## src/rtl/lsu_pkg.sv

```systemverilog
// -----------------------------------------------------------------------------
// lsu_pkg
// Shared types and helpers for the load/store unit controller:
//   state_e   - controller FSM states
//   err_e     - response error codes returned on rsp_err
//   F3_*      - RISC-V load/store funct3 encodings
//   size_mask - byte mask for an access size (funct3[1:0])
//   f3_legal  - funct3 legality for a given direction and data width
//   misaligned- natural-alignment check for an access size
// -----------------------------------------------------------------------------
package lsu_pkg;

   typedef enum logic [1:0] {
      S_IDLE = 2'd0,
      S_CMD  = 2'd1,
      S_WAIT = 2'd2,
      S_RESP = 2'd3
   } state_e;

   typedef enum logic [1:0] {
      ERR_OK       = 2'b00,
      ERR_MISALIGN = 2'b01,
      ERR_FUNCT3   = 2'b10,
      ERR_TIMEOUT  = 2'b11
   } err_e;

   localparam logic [2:0] F3_B  = 3'b000;
   localparam logic [2:0] F3_H  = 3'b001;
   localparam logic [2:0] F3_W  = 3'b010;
   localparam logic [2:0] F3_D  = 3'b011;
   localparam logic [2:0] F3_BU = 3'b100;
   localparam logic [2:0] F3_HU = 3'b101;
   localparam logic [2:0] F3_WU = 3'b110;

   // Byte mask for 1, 2, 4 or 8 byte accesses.
   function automatic logic [7:0] size_mask(input logic [1:0] size);
      logic [7:0] m;
      case (size)
         2'b00:   m = 8'h01;
         2'b01:   m = 8'h03;
         2'b10:   m = 8'h0F;
         default: m = 8'hFF;
      endcase
      return m;
   endfunction

   // Unsigned loads have no store counterpart; 64-bit accesses need a 64-bit bus.
   function automatic logic f3_legal(input logic [2:0] f3, input logic wen, input logic is64);
      logic ok;
      case (f3)
         F3_B, F3_H, F3_W: ok = 1'b1;
         F3_D:             ok = is64;
         F3_BU, F3_HU:     ok = !wen;
         F3_WU:            ok = !wen && is64;
         default:          ok = 1'b0;
      endcase
      return ok;
   endfunction

   function automatic logic misaligned(input logic [1:0] size, input logic [2:0] lo);
      logic m;
      case (size)
         2'b01:   m = lo[0];
         2'b10:   m = |lo[1:0];
         2'b11:   m = |lo;
         default: m = 1'b0;
      endcase
      return m;
   endfunction

endpackage

```

## src/rtl/lsu_ctrl_if.sv

```systemverilog
// -----------------------------------------------------------------------------
// lsu_ctrl_if
// Bundles the core request/response handshakes and the memory command/read
// channel of the load/store unit.
//   req_*  : core -> LSU request (valid/ready, wen, funct3, addr, wdata)
//   rsp_*  : LSU -> core response (valid/ready, rdata, err)
//   mem_*  : LSU -> memory command (valid/ready, wen, addr, wdata, wstrb)
//            memory -> LSU read data / write acknowledge (rvalid, rdata)
// Modports: slave  = the LSU controller side
//           master = the environment (core + memory) side
// -----------------------------------------------------------------------------
interface lsu_ctrl_if #(
   parameter int DATA_W = 32,
   parameter int ADDR_W = 32
);
   logic                  req_valid;
   logic                  req_ready;
   logic                  req_wen;
   logic [2:0]            req_funct3;
   logic [ADDR_W-1:0]     req_addr;
   logic [DATA_W-1:0]     req_wdata;

   logic                  rsp_valid;
   logic                  rsp_ready;
   logic [DATA_W-1:0]     rsp_rdata;
   logic [1:0]            rsp_err;

   logic                  mem_valid;
   logic                  mem_ready;
   logic                  mem_wen;
   logic [ADDR_W-1:0]     mem_addr;
   logic [DATA_W-1:0]     mem_wdata;
   logic [DATA_W/8-1:0]   mem_wstrb;
   logic                  mem_rvalid;
   logic [DATA_W-1:0]     mem_rdata;

   modport slave (
      input  req_valid, req_wen, req_funct3, req_addr, req_wdata,
      input  rsp_ready, mem_ready, mem_rvalid, mem_rdata,
      output req_ready, rsp_valid, rsp_rdata, rsp_err,
      output mem_valid, mem_wen, mem_addr, mem_wdata, mem_wstrb
   );

   modport master (
      output req_valid, req_wen, req_funct3, req_addr, req_wdata,
      output rsp_ready, mem_ready, mem_rvalid, mem_rdata,
      input  req_ready, rsp_valid, rsp_rdata, rsp_err,
      input  mem_valid, mem_wen, mem_addr, mem_wdata, mem_wstrb
   );
endinterface

```

## src/rtl/lsu_align.sv

```systemverilog
// -----------------------------------------------------------------------------
// lsu_align
// Combinational byte-lane alignment for the LSU.
//   i_funct3 : access funct3 (size in [1:0], unsigned flag in [2])
//   i_off    : byte offset of the access inside the bus word
//   i_wdata  : LSB-aligned store data
//   i_rdata  : raw memory read word
//   o_wdata  : store data shifted into its byte lanes
//   o_wstrb  : byte strobes for the access
//   o_rdata  : load data shifted down and sign/zero extended to DATA_W
// -----------------------------------------------------------------------------
module lsu_align
   import lsu_pkg::*;
#(
   parameter int DATA_W = 32
) (
   input  logic [2:0]                  i_funct3,
   input  logic [$clog2(DATA_W/8)-1:0] i_off,
   input  logic [DATA_W-1:0]           i_wdata,
   input  logic [DATA_W-1:0]           i_rdata,
   output logic [DATA_W-1:0]           o_wdata,
   output logic [DATA_W/8-1:0]         o_wstrb,
   output logic [DATA_W-1:0]           o_rdata
);
   localparam int STRB_W = DATA_W / 8;
   localparam int OFF_W  = $clog2(STRB_W);

   logic [OFF_W+2:0]  w_shamt;
   logic [DATA_W-1:0] w_rsh;

   // Byte offset to bit offset.
   assign w_shamt = {i_off, 3'b000};
   assign o_wdata = i_wdata << w_shamt;
   // Mask is 8 bits wide; a 32-bit bus never sees the double-word mask.
   assign o_wstrb = STRB_W'(size_mask(i_funct3[1:0])) << i_off;
   assign w_rsh   = i_rdata >> w_shamt;

   always_comb begin
      o_rdata = w_rsh;
      case (i_funct3)
         F3_B:    o_rdata = DATA_W'($signed(w_rsh[7:0]));
         F3_H:    o_rdata = DATA_W'($signed(w_rsh[15:0]));
         F3_W:    o_rdata = DATA_W'($signed(w_rsh[31:0]));
         F3_BU:   o_rdata = DATA_W'(w_rsh[7:0]);
         F3_HU:   o_rdata = DATA_W'(w_rsh[15:0]);
         F3_WU:   o_rdata = DATA_W'(w_rsh[31:0]);
         default: o_rdata = w_rsh;
      endcase
   end

endmodule

```

## src/rtl/lsu_ctrl.sv

```systemverilog
// -----------------------------------------------------------------------------
// lsu_ctrl
// Load/store unit controller: accepts one core request at a time, checks
// funct3 and alignment, issues a single memory command, waits (bounded by
// LAT_MAX cycles) for read data / write acknowledge and returns an extended
// load result with an error code.
//   clk  : rising-edge clock
//   rst  : synchronous active-high reset
//   bus  : lsu_ctrl_if.slave (req_*, rsp_*, mem_* channels)
// -----------------------------------------------------------------------------
module lsu_ctrl
   import lsu_pkg::*;
#(
   parameter int DATA_W  = 32,
   parameter int ADDR_W  = 32,
   parameter int LAT_MAX = 15
) (
   input  logic      clk,
   input  logic      rst,
   lsu_ctrl_if.slave bus
);
   localparam int STRB_W = DATA_W / 8;
   localparam int OFF_W  = $clog2(STRB_W);
   localparam int CNT_W  = (LAT_MAX > 1) ? $clog2(LAT_MAX) : 1;

   state_e               r_state;
   state_e               w_state_nxt;

   logic                 r_wen;
   logic [2:0]           r_funct3;
   logic [ADDR_W-1:0]    r_addr;
   logic [DATA_W-1:0]    r_wdata;
   logic [CNT_W-1:0]     r_cnt;
   logic [DATA_W-1:0]    r_rsp_rdata;
   err_e                 r_rsp_err;

   err_e                 w_req_err;
   logic                 w_timeout;
   logic [DATA_W-1:0]    w_wdata_sh;
   logic [STRB_W-1:0]    w_wstrb;
   logic [DATA_W-1:0]    w_rdata_ext;

   lsu_align #(
      .DATA_W (DATA_W)
   ) u_align (
      .i_funct3 (r_funct3),
      .i_off    (r_addr[OFF_W-1:0]),
      .i_wdata  (r_wdata),
      .i_rdata  (bus.mem_rdata),
      .o_wdata  (w_wdata_sh),
      .o_wstrb  (w_wstrb),
      .o_rdata  (w_rdata_ext)
   );

   // Illegal funct3 takes precedence; alignment is only meaningful for a legal size.
   always_comb begin
      w_req_err = ERR_OK;
      if (!f3_legal(bus.req_funct3, bus.req_wen, (DATA_W == 64)))
         w_req_err = ERR_FUNCT3;
      else if (misaligned(bus.req_funct3[1:0], bus.req_addr[2:0]))
         w_req_err = ERR_MISALIGN;
   end

   // Last WAIT cycle of the LAT_MAX-cycle window.
   assign w_timeout = (r_cnt == CNT_W'(LAT_MAX - 1));

   always_ff @(posedge clk) begin
      if (rst) r_state <= S_IDLE;
      else     r_state <= w_state_nxt;
   end

   always_comb begin
      w_state_nxt   = r_state;
      bus.req_ready = 1'b0;
      bus.mem_valid = 1'b0;
      bus.rsp_valid = 1'b0;
      case (r_state)
         S_IDLE: begin
            bus.req_ready = 1'b1;
            if (bus.req_valid)
               w_state_nxt = (w_req_err == ERR_OK) ? S_CMD : S_RESP;
         end
         S_CMD: begin
            bus.mem_valid = 1'b1;
            if (bus.mem_ready) w_state_nxt = S_WAIT;
         end
         S_WAIT: begin
            if (bus.mem_rvalid || w_timeout) w_state_nxt = S_RESP;
         end
         S_RESP: begin
            bus.rsp_valid = 1'b1;
            if (bus.rsp_ready) w_state_nxt = S_IDLE;
         end
         default: w_state_nxt = S_IDLE;
      endcase
   end

   always_ff @(posedge clk) begin
      if (rst) begin
         r_wen       <= 1'b0;
         r_funct3    <= '0;
         r_addr      <= '0;
         r_wdata     <= '0;
         r_cnt       <= '0;
         r_rsp_rdata <= '0;
         r_rsp_err   <= ERR_OK;
      end else begin
         case (r_state)
            S_IDLE: begin
               if (bus.req_valid) begin
                  r_wen       <= bus.req_wen;
                  r_funct3    <= bus.req_funct3;
                  r_addr      <= bus.req_addr;
                  r_wdata     <= bus.req_wdata;
                  r_cnt       <= '0;
                  r_rsp_rdata <= '0;
                  r_rsp_err   <= w_req_err;
               end
            end
            S_WAIT: begin
               if (bus.mem_rvalid) begin
                  r_rsp_rdata <= r_wen ? '0 : w_rdata_ext;
                  r_rsp_err   <= ERR_OK;
               end else if (w_timeout) begin
                  r_rsp_rdata <= '0;
                  r_rsp_err   <= ERR_TIMEOUT;
               end else begin
                  r_cnt <= r_cnt + 1'b1;
               end
            end
            default: ;
         endcase
      end
   end

   assign bus.mem_wen   = r_wen;
   assign bus.mem_addr  = {r_addr[ADDR_W-1:OFF_W], OFF_W'(0)};
   assign bus.mem_wdata = w_wdata_sh;
   // Strobes only drive while a command is on the bus.
   assign bus.mem_wstrb = (r_state == S_CMD) ? w_wstrb : '0;
   assign bus.rsp_rdata = r_rsp_rdata;
   assign bus.rsp_err   = r_rsp_err;

endmodule

```

## src/flat_wrapper.sv

```systemverilog
// flat-port wrapper written by rule: the top's interface ports become plain ports
module lsu_ctrl_flat import lsu_pkg::*;
#(
   parameter int DATA_W  = 32,
   parameter int ADDR_W  = 32,
   parameter int LAT_MAX = 15
)
  (clk, rst, bus_req_valid, bus_req_wen, bus_req_funct3, bus_req_addr, bus_req_wdata, bus_rsp_ready, bus_mem_ready, bus_mem_rvalid, bus_mem_rdata, bus_req_ready, bus_rsp_valid, bus_rsp_rdata, bus_rsp_err, bus_mem_valid, bus_mem_wen, bus_mem_addr, bus_mem_wdata, bus_mem_wstrb);
  lsu_ctrl_if #(.DATA_W(DATA_W), .ADDR_W(ADDR_W)) bus_i ();
  input  logic clk;
  input  logic rst;
  input wire logic [$bits(bus_i.req_valid)-1:0] bus_req_valid;
  input wire logic [$bits(bus_i.req_wen)-1:0] bus_req_wen;
  input wire logic [$bits(bus_i.req_funct3)-1:0] bus_req_funct3;
  input wire logic [$bits(bus_i.req_addr)-1:0] bus_req_addr;
  input wire logic [$bits(bus_i.req_wdata)-1:0] bus_req_wdata;
  input wire logic [$bits(bus_i.rsp_ready)-1:0] bus_rsp_ready;
  input wire logic [$bits(bus_i.mem_ready)-1:0] bus_mem_ready;
  input wire logic [$bits(bus_i.mem_rvalid)-1:0] bus_mem_rvalid;
  input wire logic [$bits(bus_i.mem_rdata)-1:0] bus_mem_rdata;
  output wire logic [$bits(bus_i.req_ready)-1:0] bus_req_ready;
  output wire logic [$bits(bus_i.rsp_valid)-1:0] bus_rsp_valid;
  output wire logic [$bits(bus_i.rsp_rdata)-1:0] bus_rsp_rdata;
  output wire logic [$bits(bus_i.rsp_err)-1:0] bus_rsp_err;
  output wire logic [$bits(bus_i.mem_valid)-1:0] bus_mem_valid;
  output wire logic [$bits(bus_i.mem_wen)-1:0] bus_mem_wen;
  output wire logic [$bits(bus_i.mem_addr)-1:0] bus_mem_addr;
  output wire logic [$bits(bus_i.mem_wdata)-1:0] bus_mem_wdata;
  output wire logic [$bits(bus_i.mem_wstrb)-1:0] bus_mem_wstrb;
  assign bus_i.req_valid = bus_req_valid;
  assign bus_i.req_wen = bus_req_wen;
  assign bus_i.req_funct3 = bus_req_funct3;
  assign bus_i.req_addr = bus_req_addr;
  assign bus_i.req_wdata = bus_req_wdata;
  assign bus_i.rsp_ready = bus_rsp_ready;
  assign bus_i.mem_ready = bus_mem_ready;
  assign bus_i.mem_rvalid = bus_mem_rvalid;
  assign bus_i.mem_rdata = bus_mem_rdata;
  assign bus_req_ready = bus_i.req_ready;
  assign bus_rsp_valid = bus_i.rsp_valid;
  assign bus_rsp_rdata = bus_i.rsp_rdata;
  assign bus_rsp_err = bus_i.rsp_err;
  assign bus_mem_valid = bus_i.mem_valid;
  assign bus_mem_wen = bus_i.mem_wen;
  assign bus_mem_addr = bus_i.mem_addr;
  assign bus_mem_wdata = bus_i.mem_wdata;
  assign bus_mem_wstrb = bus_i.mem_wstrb;
  lsu_ctrl #(.DATA_W(DATA_W), .ADDR_W(ADDR_W), .LAT_MAX(LAT_MAX)) u_core (.clk(clk), .rst(rst), .bus(bus_i));
endmodule
```

## config.mk

```make
export PLATFORM = sky130hd
export DESIGN_NAME = lsu_ctrl_flat
export DESIGN_NICKNAME = d
export VERILOG_FILES = /design/src/rtl/lsu_pkg.sv /design/src/rtl/lsu_ctrl_if.sv /design/src/rtl/lsu_align.sv /design/src/rtl/lsu_ctrl.sv /design/src/flat_wrapper.sv
export SDC_FILE = /design/constraint.sdc
export NUM_CORES = 1
export LEC_CHECK = 0
export ABC_AREA = 1
export BUFFER_PORTS_ARGS = -buffer_cell sky130_fd_sc_hd__buf_2
export CAP_MARGIN = 20
export CORE_ASPECT_RATIO = 1.25
export CORE_MARGIN = 2
export CORE_UTILIZATION = 50
export DETAILED_ROUTE_END_ITERATION = 8
export PLACE_DENSITY = 0.78
export SLEW_MARGIN = 25
export SYNTH_ARGS = -nofsm -noshare
export SYNTH_HDL_FRONTEND = slang
export SYNTH_SLANG_ARGS = --single-unit
```

## constraint.sdc

```tcl
create_clock -name clk -period 2.8 [get_ports clk]
set_input_delay 0 -clock clk [delete_from_list [all_inputs] [get_ports clk]]
set_output_delay 0 -clock clk [all_outputs]
set_load 0.02 [all_outputs]
```

==> results of run 1 <==
## metal layers
metal / wire length (um) / vias up / global-route usage [%]
li1: - / 3038 / -
met2: 8646 / 304 / 48.50
met5: 0 / - / 0
met3: 1465 / 44 / 6.311
met1: 6719 / 2800 / 34.03
met4: 482 / 0 / 12.93
## cell usage after synthesis
cell / n / area [um2]
a21o_1: 1 / 7.510
nor2_1: 179 / 671.9
o21ai_0: 95 / 475.5
nand3_1: 31 / 155.2
a21oi_1: 66 / 330.3
conb_1: 1 / 3.750
nand2_4: 2 / 22.52
clkinv_1: 1 / 3.750
buf_1: 3 / 11.26
clkbuf_1: 23 / 86.33
xor2_1: 1 / 8.760
clkinv_2: 1 / 5.000
a22oi_1: 8 / 60.06
inv_2: 3 / 11.26
inv_4: 1 / 6.260
nand3_2: 2 / 20.02
nor2_2: 1 / 6.260
o22ai_1: 6 / 37.54
a221oi_1: 1 / 8.760
or2_2: 1 / 6.260
buf_6: 6 / 67.56
nand2_1: 164 / 615.6
nand4_1: 2 / 12.51
a21oi_2: 5 / 43.79
buf_2: 12 / 60.06
inv_1: 30 / 112.6
ha_1: 6 / 75.07
nor2_4: 2 / 22.52
nand2_2: 1 / 6.260
o21ai_1: 7 / 35.03
dfxtp_1: 108 / 2162
nand3_4: 3 / 52.55
buf_4: 41 / 307.8
o32ai_1: 3 / 26.28
or2_0: 1 / 6.260
## stage by stage
stage	power (W)	utilization, %	worst slack, ns	hold slack, ns	cell area [um2]
6_report	0.006683	66.29	0.6296	0.01544	7276
5_1_grt	0.007130	66.29	0.5013	0.03493	7276
4_1_cts	0.006645	66.29	0.6511	0.006549	7276
3_5_place_dp	0.005259	57.47	0.8745	0.2563	6307
3_3_place_gp	0.005219	57.47	0.9516	0.2466	6307
2_1_floorplan	0.004585	-	1.171	0.1667	5548
## worst max-delay path, stage by stage (launching register included)
cell and delay, ns:
dfxtp_2 0.47, inv_4 0.28, buf_4 0.33, nand2_1 0.30, nor2_1 0.24, buf_2 0.20
## sequential cells by signal, indices dropped and copies added (netlist names)
name                  flops
u_core.r_addr            32
u_core.r_wdata           32
u_core.bus.rsp_rdata     32
u_core.r_cnt              4
u_core.r_state            2
u_core.bus.rsp_err        2
u_core.r_funct3           3
u_core.bus.mem_wen        1
## final timing paths
path	end	slack [ns]	depth (start not counted)
worst max-delay path	bus_mem_wdata[0]	0.63	5
worst min-delay path	u_core.bus.rsp_err[1]	0.02	4
worst max register to register	u_core.r_wdata[14]	0.75	6
worst min register to register	u_core.bus.rsp_rdata[31]	0.46	2
## cells by family (layout without fill, tap and decap cells)
| group | count (synthesis) | after routing |
|---|---|---|
| other | 1 | 2 |
| adders and majority gates | 6 | 6 |
| and+or+nand+nor | 389 | 389 |
| AOI/OAI and AO/OA | 192 | 192 |
| DFF | 108 | 108 |
| xor gates and xnor gates | 1 | 1 |
| buffers and inverters | 121 | 335 |
## where the power goes
part | leakage [nW] | internal, W | total [W] | switching, W
clock | 0.150 | 0.000727 | 0.00132 | 0.000593
combinational | 2.50 | 0.00103 | 0.00325 | 0.00222
sequential | 0.886 | 0.00187 | 0.00211 | 0.000245
## cell type report
class / count / area (um2)
clock inverters: 6 / 68.82
repair buffers: 283 / 1779
well taps: 135 / 168.9
flip-flops and latches: 108 / 2165
clock buffers: 10 / 239.0
inverters: 36 / 138.9
fillers: 986 / 3700
multi-input cells: 590 / 2716
## repair_timing
| action | in CTS | in global routing |
|---|---|---|
| endpoints found under the hold margin | 66 | 0 |
| gates resized for setup | 0 | 0 |
| hold buffers | 66 | 0 |
| setup buffers | 0 | 0 |
==> results.toml, run 1 <==
[synth]
synth_top_family_by_area = "simple AND/OR/NAND/NOR gates"
syn_inst = 818
synth-compound-area-share_pct = 18.48
syn_area_per_cell_um2 = 6.778
synth-xor-area-share_pct = 0.1580
yosys.area_share.simple_pct = 28.82
synthAdderAreaFrac_pct = 1.354
synth_cell_types = 35
yosysSeqAreaShare_pct = 39.00
syn_area_um2 = 5544
ys_warn_count = 0
synth.area.mux_share_pct = 0
synth_seq_cells = 108

[critical_path]
worstReg2RegStart = "u_core.r_state[0]"
crit_fanout = 28
worstSetupEndpointType = "output pin"
start_kind = "flip-flop"
critPathLaunch = "u_core.r_addr[0]"
worstSetupPathType = "reg -> out"
critical_path_arrival_ns = 2.17
crit_required_ns = 2.80

[power]
leakagePower_nw = 3.536
ir_worst_vdd_v = 0.0004830
power_density_nw_per_um2 = 918.5

[floorplan]
die-area_um2 = 11950
num_rows = 43
core_um2 = 10980
initial_core_util_pct = 50.51
pin_count = 212
dieHeight_um = 121.7
fp.dieW_um = 98.19

[sta]
tightest_slew_ns = 0.5949
timing.slew.headroom_pct = 60.34
period_minus_slack_ns = 2.170
final.setup.tns_ns = 0
post-route-period-util_pct = 77.51
skew_ns = 0.009241
finalSetupViolCount = 0
slew_violations = 0
hold_viol = 0
rsz0062_at_grt = "false"
fmax_ghz = 0.4608

[drt]
dr.pass1.iters = 5
num_vias = 6186
post_drt_wl_per_cell_um = 14.82
ant_nets = 0
drc_errors = 0
vias_per_cell = 5.296
postRouteWirelength_mm = 17.31
first_iter_violations = 426

[grt]
gr-usage-all-layers_pct = 28.33
grt_max_degree = 74
overflow = 0
antenna_found_initial = 0
grt_pass1_wl_mm = 27.54
grt_pass1_vias = 5743

[clocking]
clk_path_buf_depth = 2
worstSkewPairLatency_ns = 0.35
cts_buffers = 9
cts_tree = "built"
htreeDepth = 3
path_clk_slew_ns = 0.07
cts.sinks = 108
cts_root_buffer = "clkbuf_16"

[cells_and_area]
drive_gt1_share_pct = 25.07
diodes = 0
most-common-layout-cells = "buf_2, nor2_1, nand2_1"
mostFrequentLayoutCell = "buf_2"
syn_to_final_growth_pct = 31.23
nets = 1140
fin_cells = 1168

[min_path]
min_path_type = "in -> reg"
hp-start = "bus_mem_rvalid"

[place]
port_buffers = 209
dp_cells = 1086
gp_congestion = 0.9271
dp_hpwl_mm = 11.21

[job]
cap_violations = 0

[status]
status = "finished, final reports clean"
No activity file was read; power rests on OpenSTA's default activity.
==> run 2, diff against run 1 <==
- clock period: 2.8 -> 2.25 ns (I/O delays scaled with it)
==> run 2 against run 1 <==
Compared with the run above: first-iteration DRC count fell by 23%; count of clock-buffer cells in the layout did not move; die area did not move; utilization fell by 0.14 points; worst setup slack got worse by 0.34 ns; largest cell class unchanged; cell area fell by 0.21%; wire length fell by 0.53%; register-to-register slack got worse by 0.33 ns; combinational power rose by 27%; critical path depth fell by 1.
==> results.toml, run 2 (synthesized netlist as in run 1, its figures left out) <==
[critical_path]
path_buf_inv = 2
start_kind = "flip-flop"
crit_chain = "buf_4 -> nand2_1 -> a221oi_1 -> buf_2"
worstSetupPathType = "reg -> out"
critPathMaxStageDelay_ns = 0.48
r2r-end = "u_core.bus.rsp_err[0]"
crit_fanout = 60
critPathSlowestCell = "buf_4"
reg2reg_depth = 9
critical_path_arrival_ns = 1.96
worstReg2RegStart = "u_core.r_state[0]"
worstSetupEndpointType = "output pin"
worst-r2r-setup-slack_ns = 0.42
critPathTopFamily = "buffers and inverters"
crit_required_ns = 2.25

[floorplan]
pin_count = 212
dieHeight_um = 121.7
core_um2 = 10980
fp.dieW_um = 98.19
num_rows = 43
initial_core_util_pct = 50.51
die-area_um2 = 11950

[drt]
ant_nets = 0
vias_per_cell = 5.256
num_vias = 6134
first_iter_violations = 328
postRouteWirelength_mm = 17.22
post_drt_wl_per_cell_um = 14.76
dr.pass1.iters = 6
drc_errors = 0

[cells_and_area]
regArea_um2 = 2165
most-common-layout-cells = "buf_2, nor2_1, nand2_1"
fillers = 983
multi_input_area_um2 = 2716
drive_gt1_share_pct = 25.00
diodes = 0
syn_to_final_growth_pct = 30.96
nets = 1139
mostFrequentLayoutCell = "buf_2"

[status]
status = "finished, final reports clean"

[grt]
gr-usage-all-layers_pct = 27.82
antenna_found_initial = 0
grt_pass1_wl_mm = 27.06
grt_max_degree = 82
overflow = 0
grt_pass1_vias = 5705

[sta]
rsz0062_at_grt = "false"
timing.slew.headroom_pct = 59.61
tightest_slew_ns = 0.6058
skew_ns = 0.007848
fmax_ghz = 0.5098
slew_violations = 0
hold_viol = 0
period_minus_slack_ns = 1.962
finalSetupViolCount = 0
post-route-period-util_pct = 87.18
fin_hold_ws_ns = 0.02166
final.setup.tns_ns = 0

[power]
ir_worst_vdd_v = 0.0005956
leakagePower_nw = 3.523
power_density_nw_per_um2 = 1134

[job]
cap_violations = 0

[clocking]
cts.sinks = 108
post_cts.repair.setup_buffers = 0
cts_root_buffer = "clkbuf_16"
cts_tree = "built"
cts_buffers = 9
clk_path_buf_depth = 2
path_clk_slew_ns = 0.07
cts_resized = 0
htreeDepth = 3
worstSkewPairLatency_ns = 0.35

[min_path]
holdPathEnd = "u_core.r_funct3[0]"
hold_depth = 3
min_path_type = "in -> reg"
hp-start = "bus_req_funct3[0]"

[place]
dp_hpwl_mm = 10.91
port_buffers = 209
gp_congestion = 0.9086
==> run 2: layer usage <==
metal,global-route usage (%),wire (um),up-vias
met3,6.254,1457,43
met5,0,0,-
met4,11.90,539,0
li1,-,-,3027
met2,48.93,8522,307
met1,32.64,6702,2757
==> run 2: timing repair <==
action                                  in CTS  in global routing
hold buffers                                66                  0
endpoints found under the setup margin       0                  0
hold endpoints to repair                    66                  0
==> run 2: worst max path at each step <==
stage | slack, ns | to | cells past startpoint | start
floorplan | 0.62 | u_core.bus.rsp_rdata[19] | 9 | u_core.r_state[0]
global placement | 0.52 | u_core.bus.rsp_err[0] | 9 | u_core.r_state[0]
detailed placement | 0.42 | u_core.bus.rsp_err[0] | 9 | u_core.r_state[0]
CTS | 0.32 | bus_mem_wstrb[2] | 4 | u_core.r_addr[0]
global route | 0.22 | bus_mem_wdata[26] | 4 | u_core.r_addr[0]
finish | 0.29 | bus_mem_wstrb[2] | 4 | u_core.r_addr[0]
==> run 2: report_power, final <==
| part | leakage, nW | total (W) | switching (W) | internal, W |
|---|---|---|---|---|
| registers | 0.886 | 0.00257 | 0.000246 | 0.00232 |
| clock network | 0.137 | 0.00154 | 0.000750 | 0.000792 |
| logic | 2.50 | 0.00412 | 0.00283 | 0.00129 |
==> run 2: final cells by class <==
type,instances,share of cell area (%)
clock buffer,10,3.291
clock inverter,6,0.6721
inverter,36,1.913
multi-input combinational,590,37.41
sequential,108,29.81
tap,135,2.326
timing repair buffer,282,24.57
==> run 2: through the flow <==
step	setup WS (ns)	cell area [um2]	util, %	power [W]	std cells
floorplan	0.6214	5548	-	0.005706	819
CTS	0.3221	7261	66.15	0.008176	1167
global route	0.2151	7261	66.15	0.008772	1167
detailed placement	0.4194	6312	57.51	0.006569	1085
global placement	0.5226	6312	57.51	0.006520	1085
finish	0.2884	7261	66.15	0.008233	1167
==> run 2: worst min-delay path: stages <==
cell	delay, ns
buf_2	0.13
o21ai_0	0.10
a21oi_1	0.10
==> run 3, diff against run 2 <==
- BUFFER_PORTS_ARGS: -buffer_cell sky130_fd_sc_hd__buf_2 -> -buffer_cell sky130_fd_sc_hd__buf_4
==> run 3 against run 2 <==
Compared with the run above: first-iteration DRC count shrank 5.8%; maximum frequency decreased by 1.2%; critical endpoint is now bus_mem_wdata[25]; clock skew down 0.0013 ns; sequential share of layout area shrank 2.2 points; wire length grew 4.8%; die area is the same; non-clock buffer count rose by 4; via count grew 0.54%; sequential power is essentially flat; worst hold slack lost 0.0086 ns.
==> results.toml, run 3 (synthesized netlist as in run 1, its figures left out) <==
[place]
post_dp_cell_area_um2 = 6870
gp_congestion = 0.8760
dp_hpwl_mm = 11.48
port_buffers = 209

[sta]
hold_viol = 0
rsz0062_at_grt = "false"
slew_violations = 0
timing.slew.headroom_pct = 65.84
tightest_slew_ns = 0.5116
post-route-period-util_pct = 88.26
final.setup.tns_ns = 0
skew_ns = 0.006579
period_minus_slack_ns = 1.986
fmax_ghz = 0.5036
finalSetupViolCount = 0

[clocking]
path_clk_slew_ns = 0.07
cts_root_buffer = "clkbuf_16"
htreeDepth = 3
worstSkewPairLatency_ns = 0.34
cts_tree = "built"
cts_buffers = 9
cts.sinks = 108
post_cts.repair.setup_buffers = 0
clk_path_buf_depth = 2

[cells_and_area]
mostFrequentLayoutCell = "buf_4"
nets = 1143
multi_input_area_um2 = 2716
regArea_um2 = 2165
drive_gt1_share_pct = 25.00
fin_area_um2 = 7835
most-common-layout-cells = "buf_4, nor2_1, nand2_1"
syn_to_final_growth_pct = 41.32
fillers = 926
diodes = 0

[critical_path]
critPathLaunch = "u_core.r_addr[0]"
crit_fanout = 33
worstSetupPathType = "reg -> out"
critical_path_arrival_ns = 1.99
worst-r2r-setup-slack_ns = 0.40
worstReg2RegStart = "u_core.r_state[0]"
start_kind = "flip-flop"
crit_required_ns = 2.25
reg2reg_depth = 9
setup.worst_path.end = "bus_mem_wdata[25]"
worstSetupEndpointType = "output pin"
r2r-end = "u_core.bus.rsp_err[0]"

[drt]
drc_errors = 0
num_vias = 6167
first_iter_violations = 309
vias_per_cell = 5.266
ant_nets = 0
postRouteWirelength_mm = 18.05
dr.pass1.iters = 8
post_drt_wl_per_cell_um = 15.42

[grt]
antenna_found_initial = 0
gr-usage-all-layers_pct = 29.58
overflow = 0
grt_pass1_vias = 6003
grt_max_degree = 56
grt_pass1_wl_mm = 28.59

[floorplan]
num_rows = 43
die-area_um2 = 11950
initial_core_util_pct = 50.51
pin_count = 212
dieHeight_um = 121.7
core_um2 = 10980
fp.dieW_um = 98.19

[status]
status = "finished, final reports clean"

[job]
cap_violations = 0

[min_path]
hold_depth = 3
min_path_type = "in -> reg"
hp-start = "bus_req_funct3[0]"

[power]
ir_worst_vdd_v = 0.0008059
leakagePower_nw = 3.647
power_density_nw_per_um2 = 1116
[run 3: cell count changes in the layout (fill, tap and decap cells not counted), moves of 2 or more]
cell	change
buf_2	-209
clkinv_4	-2
buf_4	+211
clkbuf_1	+2
[run 3: stage by stage]
| stage | utilization, % | instances | setup slack [ns] | hold slack [ns] | power, W |
|---|---|---|---|---|---|
| 2_1_floorplan | - | 819 | 0.6214 | 0.1667 | 0.005706 |
| 3_3_place_gp | 62.60 | 1088 | 0.5202 | 0.2486 | 0.006940 |
| 3_5_place_dp | 62.60 | 1088 | 0.4320 | 0.2562 | 0.006969 |
| 4_1_cts | 71.39 | 1171 | 0.2651 | 0.01750 | 0.008664 |
| 5_1_grt | 71.39 | 1171 | 0.1601 | 0.05963 | 0.009301 |
| 6_report | 71.39 | 1171 | 0.2642 | 0.01309 | 0.008747 |
[run 3: area by class of cell]
cell class	count	area share, %
Timing Repair Buffer	286	30.02
Inverter	36	1.773
Tap cell	135	2.156
Clock inverter	5	0.7825
Multi-Input combinational cell	590	34.67
Sequential cell	108	27.63
Clock buffer	11	2.970
[run 3: how the worst min path moves through the flow]
stage	to
after global routing	u_core.r_funct3[0]
after CTS	u_core.r_funct3[0]
after detailed placement	u_core.r_wdata[8]
after global placement	u_core.r_wdata[9]
after floorplan	u_core.bus.mem_wen
final	u_core.r_funct3[0]
[run 3: power by group]
part           switching [W]  internal [W]  leakage (nW)
clock network       0.000745      0.000870         0.132
logic                0.00291       0.00165          2.63
registers           0.000253       0.00233         0.886
total                0.00390       0.00484          3.65
[run 3: per-layer routing]
layer / part of all wire [%] / up-vias / wire (um) / GRT usage [%]
met4: 3.4 / 0 / 616 / 12.76
met5: 0 / - / 0 / 0
met1: 39 / 2806 / 7111 / 34.93
met2: 50 / 273 / 8941 / 51.50
met3: 7.7 / 52 / 1384 / 6.942
li1: - / 3036 / - / -
[run 3: what timing repair did]
item                                   CTS  global route
setup endpoints to repair                0             0
endpoints found under the hold margin   67             0
resized for setup                        0             0
hold buffers                            67             0
[run 3: critical path, cell delays in order (launching register included)]
cell	delay [ns]
dfxtp_2	0.35
buf_4	0.30
buf_4	0.36
o21ai_0	0.21
a22oi_1	0.23
buf_4	0.18
